### src/rtl/fifo_read_drainer.sv
// Read-side drainer for the pointer FIFO: pops when there is room, absorbs the
// one-cycle read latency in a 3-entry skid buffer and re-emits a framed stream.
module fifo_read_drainer #(
    parameter int unsigned WIDTH     = 8,
    parameter int unsigned FRAME_LEN = 4,
    parameter int unsigned COUNT_W   = 16
) (
    input  logic               out_clk,
    input  logic               reset,
    input  logic               enable,
    input  logic               fifo_e,
    input  logic [WIDTH-1:0]   fifo_data,
    output logic               out_ready,
    output logic               m_valid,
    output logic [WIDTH-1:0]   m_data,
    output logic               m_first,
    output logic               m_last,
    input  logic               m_ready,
    output logic               busy,
    output logic [COUNT_W-1:0] word_count,
    output logic [COUNT_W-1:0] frame_count
);

    localparam logic [15:0] IdxLast = 16'(FRAME_LEN - 1);

    typedef enum logic [1:0] {
        StIdle,
        StRun,
        StDrain
    } state_e;

    state_e             state_q, state_d;
    logic [1:0]         occ_q, occ_d;
    logic               inflight_q, inflight_d;
    logic [15:0]        idx_q, idx_d;
    logic [1:0]         head_q, head_d;
    logic [WIDTH-1:0]   buf_q [3];
    logic [WIDTH-1:0]   buf_d [3];
    logic [COUNT_W-1:0] word_count_q, word_count_d;
    logic [COUNT_W-1:0] frame_count_q, frame_count_d;

    logic       capture;
    logic       xfer;
    logic [1:0] tail;
    logic [2:0] pending;

    function automatic logic [1:0] wrap3(input logic [2:0] v);
        return (v >= 3'd3) ? 2'(v - 3'd3) : v[1:0];
    endfunction

    // Words popped but not yet delivered; a pop is only allowed if its word is guaranteed a slot.
    assign pending   = {1'b0, occ_q} + {2'b00, inflight_q};
    assign out_ready = (state_q == StRun) && !fifo_e && (pending < 3'd3);

    assign m_valid   = (occ_q != 2'd0);
    assign m_data    = m_valid ? buf_q[head_q] : '0;
    assign m_first   = m_valid && (idx_q == 16'd0);
    assign m_last    = m_valid && (idx_q == IdxLast);
    assign busy      = (state_q != StIdle);

    assign word_count  = word_count_q;
    assign frame_count = frame_count_q;

    assign capture = inflight_q;
    assign xfer    = m_valid && m_ready;
    assign tail    = wrap3({1'b0, head_q} + {1'b0, occ_q});

    always_comb begin
        state_d = state_q;
        unique case (state_q)
            StIdle: begin
                if (enable) state_d = StRun;
            end
            StRun: begin
                if (!enable) state_d = StDrain;
            end
            StDrain: begin
                if (enable) begin
                    state_d = StRun;
                end else if ((occ_q == 2'd0) && !inflight_q) begin
                    state_d = StIdle;
                end
            end
            default: state_d = StIdle;
        endcase
    end

    always_comb begin
        buf_d         = buf_q;
        occ_d         = occ_q;
        head_d        = head_q;
        inflight_d    = out_ready;
        idx_d         = idx_q;
        word_count_d  = word_count_q;
        frame_count_d = frame_count_q;

        if (capture) begin
            buf_d[tail] = fifo_data;
        end

        unique case ({capture, xfer})
            2'b10:   occ_d = occ_q + 2'd1;
            2'b01:   occ_d = occ_q - 2'd1;
            default: occ_d = occ_q;
        endcase

        if (xfer) begin
            head_d       = (head_q == 2'd2) ? 2'd0 : head_q + 2'd1;
            word_count_d = word_count_q + COUNT_W'(1);
            if (idx_q == IdxLast) begin
                idx_d         = 16'd0;
                frame_count_d = frame_count_q + COUNT_W'(1);
            end else begin
                idx_d = idx_q + 16'd1;
            end
        end
    end

    always_ff @(posedge out_clk) begin
        if (reset) begin
            state_q       <= StIdle;
            occ_q         <= 2'd0;
            inflight_q    <= 1'b0;
            idx_q         <= 16'd0;
            head_q        <= 2'd0;
            word_count_q  <= '0;
            frame_count_q <= '0;
        end else begin
            state_q       <= state_d;
            occ_q         <= occ_d;
            inflight_q    <= inflight_d;
            idx_q         <= idx_d;
            head_q        <= head_d;
            word_count_q  <= word_count_d;
            frame_count_q <= frame_count_d;
        end
    end

    // Storage needs no reset: occupancy alone decides what is live.
    always_ff @(posedge out_clk) begin
        buf_q <= buf_d;
    end

endmodule
### config.mk
export PLATFORM = sky130hd
export DESIGN_NAME = fifo_read_drainer
export DESIGN_NICKNAME = d
export VERILOG_FILES = /design/src/rtl/fifo_read_drainer.sv
export SDC_FILE = /design/constraint.sdc
export NUM_CORES = 1
export LEC_CHECK = 0
export CORE_UTILIZATION = 25
export DETAILED_ROUTE_END_ITERATION = 8
export GPL_TIMING_DRIVEN = 0
export PLACE_DENSITY = 0.46
export SLEW_MARGIN = 20
export SYNTH_ARGS = -nofsm -noshare
export SYNTH_HDL_FRONTEND = slang
export SYNTH_SLANG_ARGS = --single-unit
### constraint.sdc
create_clock -name out_clk -period 3.6 [get_ports out_clk]
set_input_delay 0.72 -clock out_clk [delete_from_list [all_inputs] [get_ports out_clk]]
set_output_delay 0.72 -clock out_clk [all_outputs]
set_load 0.01 [all_outputs]
# == Word-level counts from Yosys, hierarchy flattened ==
# Cells that the tools add are included.
# totals
word_cells,68
ff_bits,79
out_inout_bits,45
# op_classes
n_bitwise,2
reduce_logical,17
addsub,9
eq_ne,9
n_mux,16
order_cmp,5
# op_table
op,count
16-bit by 1-bit adder with 16-bit output (second input constant),3
8-bit 2-to-1 mux,4
24-bit bitwise mux,1
8-bit binary-select mux with 2-bit select,1
8-bit demux with 2-bit select,1
16-bit by 2-bit equality test with 1-bit output (second input constant),1
16-bit logical NOT,1
16-bit 2-to-1 mux,1
2-bit 2-to-1 mux,6
1-bit logical AND,7
2-bit equality test (second input constant),3
3-bit >= comparator (second input constant),2
2-bit NOT with 3-bit output,2
2-bit one-hot mux with 3 select lines,1
2-bit nonzero test,3
2-bit by 1-bit adder with 2-bit output (second input constant),2
2-bit by 1-bit equality test with 1-bit output (second input constant),2
2-bit logical NOT,2
2-bit inequality test (second input constant),2
2-bit one-hot mux with 2 select lines,1
2-bit by 1-bit adder with 3-bit output,1
2-bit by 2-bit adder with 3-bit output,1
3-bit by 2-bit >= comparator with 1-bit output (second input constant),1
3-bit by 1-bit < comparator with 1-bit output (second input constant),1
other kinds (7),8

# == Logic depth before layout (Yosys ltp) ==
# logic_depth
ltp_word,9
depth_mapped,10
mapped_depth_nobuf,9

# == Least setup slack after synthesis ==
# OpenSTA, ideal clock, no wires.
# synth_path
path_type,register to register
from,"reg, netlist name occ_q[1]"
to,"reg buf_q[16] in the netlist's numbering, enable pin"
setup_slack_ns,1.017
path_buffers,1
stages_incl_launch_ff,10
t_arrival_ns,2.213
path_cell_list,dfxtp_1 -> buf_4 -> inv_1 -> fa_1 -> inv_1 -> ha_1 -> nor2b_1 -> nand2_1 -> mux2_2 -> nor2_1
# synth_rtl
element,line,rtl
end signal: assignment,141,buf_q <= buf_d;
end: declaration,37,logic [WIDTH-1:0] buf_q [3];

# == Worst setup path after layout ==
# layout_path
from,reg inflight_q (netlist: capture)
to,out out_ready
# layout_between
elab_chain_len,3
# layout_lines
element,line,rtl
start: declaration,34,"logic inflight_q, inflight_d;"
start signal: assignment,131,inflight_q <= inflight_d;
2-bit by 1-bit adder with 3-bit output,52,"assign pending = {1'b0, occ_q} + {2'b00, inflight_q};"
3-bit by 2-bit < comparator with 1-bit output,53,assign out_ready = (state_q == StRun) && !fifo_e && (pending < 3'd3);
1-bit logical AND,53,
end: declaration,13,"output logic out_ready,"
# Every way passes these cells.

==> flow_summary_export.csv <==
group,metric,value,unit
power_and_ir_drop,power,2030,uW
drt,drt_iter0_markers,154,
die,start_util,26.0,%
timing,post-route-period-util,92.3,%
power_and_ir_drop,vdd_drop_max,211,uV
drt,avgRoutedWirePerCell,13.8,um
timing,max_freq,0.301,GHz
timing,setup_violations,0,
cts,clk_latency,0.34,ns
drt,num_vias,3082,
power_and_ir_drop,p_clk_share,44.6,%
critical_path,critPathMaxStageDelay,0.76,ns
cts,cts_tree,"yes",
synthesis,synth_area_leader_cell,"dfxtp_1",
synthesis,yosys-top-cells-area,"dfxtp_1 30%, edfxtp_1 20%, a21oi_1 5.4%, nor2_1 4.5%, or4_1 3.5%",
timing,tns,0,ns
power_and_ir_drop,switching_share,23.5,%
power_and_ir_drop,power_leakage,0.00156,uW
synthesis,syn_nets,404,
timing,finalClockSkew,0.00622,ns
finish,drive_gt1_share,5.51,%
drt,drt_pass1_iterations,4,
critical_path,arrival,2.60,ns
die,die_area,0.0151,mm^2
timing,slew_viol_final,0,
synthesis,yosysSeqAreaShare,50.0,%
synthesis,avgSynthCellArea,9.57,um^2
die,core_area,0.0140,mm^2
global_route,grt_max_degree,15,
global_route,track_usage,12.4,%
power_and_ir_drop,combPwrFrac,9.1,%
synthesis,synth_edf_count,24,
synthesis,synth_cell_types,43,
cts,cts_root_buf,"clkbuf_16",
place,place_hpwl,6.25,mm
cts,cts_resized,0,
finish,area_growth,30.0,%
cts,h-tree-depth,3,
critical_path,crit_path_start_kind,"flop",
global_route,grt_overflow_total,0,
drt,ant_nets,0,
finish,n_antenna_cell,0,
global_route,antenna_found_initial,0,
cts,cts_made_buffers,9,
power_and_ir_drop,cellPowerDensity,428,mW/mm^2
cts,cts_setup_buffers,0,
cts,clock-sinks,79,
synthesis,synth.cell_area,0.00365,mm^2
finish,fillers,1442,
global_route,grt_pass1_vias,2840,
die,rows,43,
synthesis,synth_ff_type,"dfxtp_1",
finish,nets,472,
critical_path,critical_path_required,2.88,ns
synthesis,synthCells,381,
critical_path,crit_top_cell,"ha_1",
die,ios,58,
synthesis,synth_commonest_cells,"55 x dfxtp_1, 44 x nor2_1, 39 x a21oi_1",
synthesis,synth_top_area_share,30.2,%
status,status,"finished, final reports clean",
critical_path,path_class,"flop to primary output",
critical_path,cpLargestDelayFamily,"compound AO/OA/AOI/OAI gates",
drt,drc,0,
timing,tightest_slew,0.826,ns
cts,ctsHoldBuffers,0,
synthesis,yosysMostFrequentCell,"dfxtp_1",
timing,rsz0062_at_grt,"false",
critical_path,crit_path_end_kind,"primary output",
power_and_ir_drop,p_int,1550,uW
synthesis,yosysWarningCount,0,
timing,hold_viol,0,
die,die_w,123,um
synthesis,async_reset_ff_share,0,%
critical_path,crit_path_cell_trace,"ha_1 > ha_1 > a2111oi_0 > clkdlybuf4s50_1",
timing,fin_crit,3.32,ns
global_route,grt_first_pass_wirelength,14.4,mm
drt,wirelength,8.76,mm
cts,clkTransAtPathRegs,0.06,ns
critical_path,cp_num_buf_inv,1,
power_and_ir_drop,netSwitchingPower,477,uW
timing,relSlewSlack,43.5,%
place,gp_congestion,0.751,
drt,avgViaCountPerCell,4.86,
cts,clk_path_buf_depth,2,
synthesis,synth-seq-cells,79,
critical_path,critPathSlowestCell,"a2111oi_0",
critical_path,crit_fanout,4,
power_and_ir_drop,seqPwrFrac,46.3,%
place,numPortBuffers,57,
flow_run,max_cap_viol_count,0,
die,die_h,123,um
worst_hold_path,min_path_type,"flop to flop",
## flip-flops by register name, indices dropped and copies added, names as in the netlist
| register | count |
|---|---|
| frame_count | 16 |
| word_count | 16 |
| capture | 1 |
| buf_q | 24 |
| idx_q | 16 |
| occ_q | 2 |
| state_q | 2 |
| head_q | 2 |
## cells by family (layout without fill, tap and decap cells)
logic type / Yosys count / in the layout / share of synthesized area, %
DFF: 79 / 79 / 50.0
buffers and inverters: 28 / 101 / 3.12
and+or+nand+nor: 156 / 156 / 22.5
AOI/OAI and AO/OA: 77 / 77 / 12.9
adders and majority gates: 10 / 10 / 3.64
xor gates and xnor gates: 21 / 21 / 5.04
muxes: 10 / 10 / 2.81
## per-layer routing
| layer | wire (um) | track usage (%) |
|---|---|---|
| met5 | 0 | 0 |
| met4 | 116 | 4.57 |
| met3 | 304 | 2.97 |
| met2 | 4040 | 19.2 |
| met1 | 4290 | 16.7 |
## stage by stage
stage	util [%]	cell area [um^2]	hold WS, ns	cells	worst slack [ns]
after floorplan	-	3650	0.431	381	1.02
after global placement	31.6	4440	0.448	618	0.270
after detailed placement	31.6	4440	0.470	618	0.331
after CTS	33.7	4740	0.485	634	0.214
after global routing	33.7	4740	0.500	634	0.0918
final	33.7	4740	0.479	634	0.276
## path summary, 6_finish.rpt
path                            slack (ns)                   startpoint                           to  depth (start not counted)
worst max-delay path                  0.28           capture$_SDFF_PP0_                    out_ready                          4
worst min-delay path                  0.48  word_count[15]$_SDFFE_PP0P_  word_count[15]$_SDFFE_PP0P_                          2
worst max register to register        0.61        occ_q[1]$_SDFFE_PP0P_          buf_q[22]$_DFFE_PP_                          9
worst min register to register        0.48  word_count[15]$_SDFFE_PP0P_  word_count[15]$_SDFFE_PP0P_                          2
## cell type report
class / count / area, um^2 / area share [%]
Inverter: 12 / 45.0 / 0.951
Timing Repair Buffer: 57 / 571 / 12.0
Tap cell: 180 / 225 / 4.75
Sequential cell: 79 / 1820 / 38.4
Clock inverter: 7 / 71.3 / 1.51
Buffer: 16 / 68.8 / 1.45
Multi-Input combinational cell: 274 / 1710 / 36.1
Clock buffer: 9 / 225 / 4.75
## worst register-to-register path: cells and delay by family, from the launching register on
family | cells | cell delay [ns]
adders and majority gates | 2 | 0.76
buffers and inverters | 3 | 0.30
and+or+nand+nor | 3 | 0.96
muxes | 1 | 0.28
DFF | 1 | 0.33
## power by group through the flow
stage	Sequential [uW]	Combinational [uW]	Clock [uW]
6_report	938	184	905
2_1_floorplan	956	103	0
4_1_cts	938	186	935
3_3_place_gp	957	183	0
3_5_place_dp	958	185	0
5_1_grt	939	206	966
## layout by cell type, fill, tap and decap left out, types with 9 or more instances in the layout
cell type / count
or4_1: 17
nand2_1: 25
nand4_1: 17
a21oi_1: 39
or3_1: 10
clkdlybuf4s50_1: 57
clkbuf_1: 12
inv_1: 11
clkbuf_16: 9
ha_1: 9
nor2_1: 44
o21ai_0: 11
o31ai_1: 15
edfxtp_1: 24
nand3_1: 10
xnor2_1: 9
xor2_1: 12
dfxtp_1: 55
No activity file was read; power rests on OpenSTA's default activity.
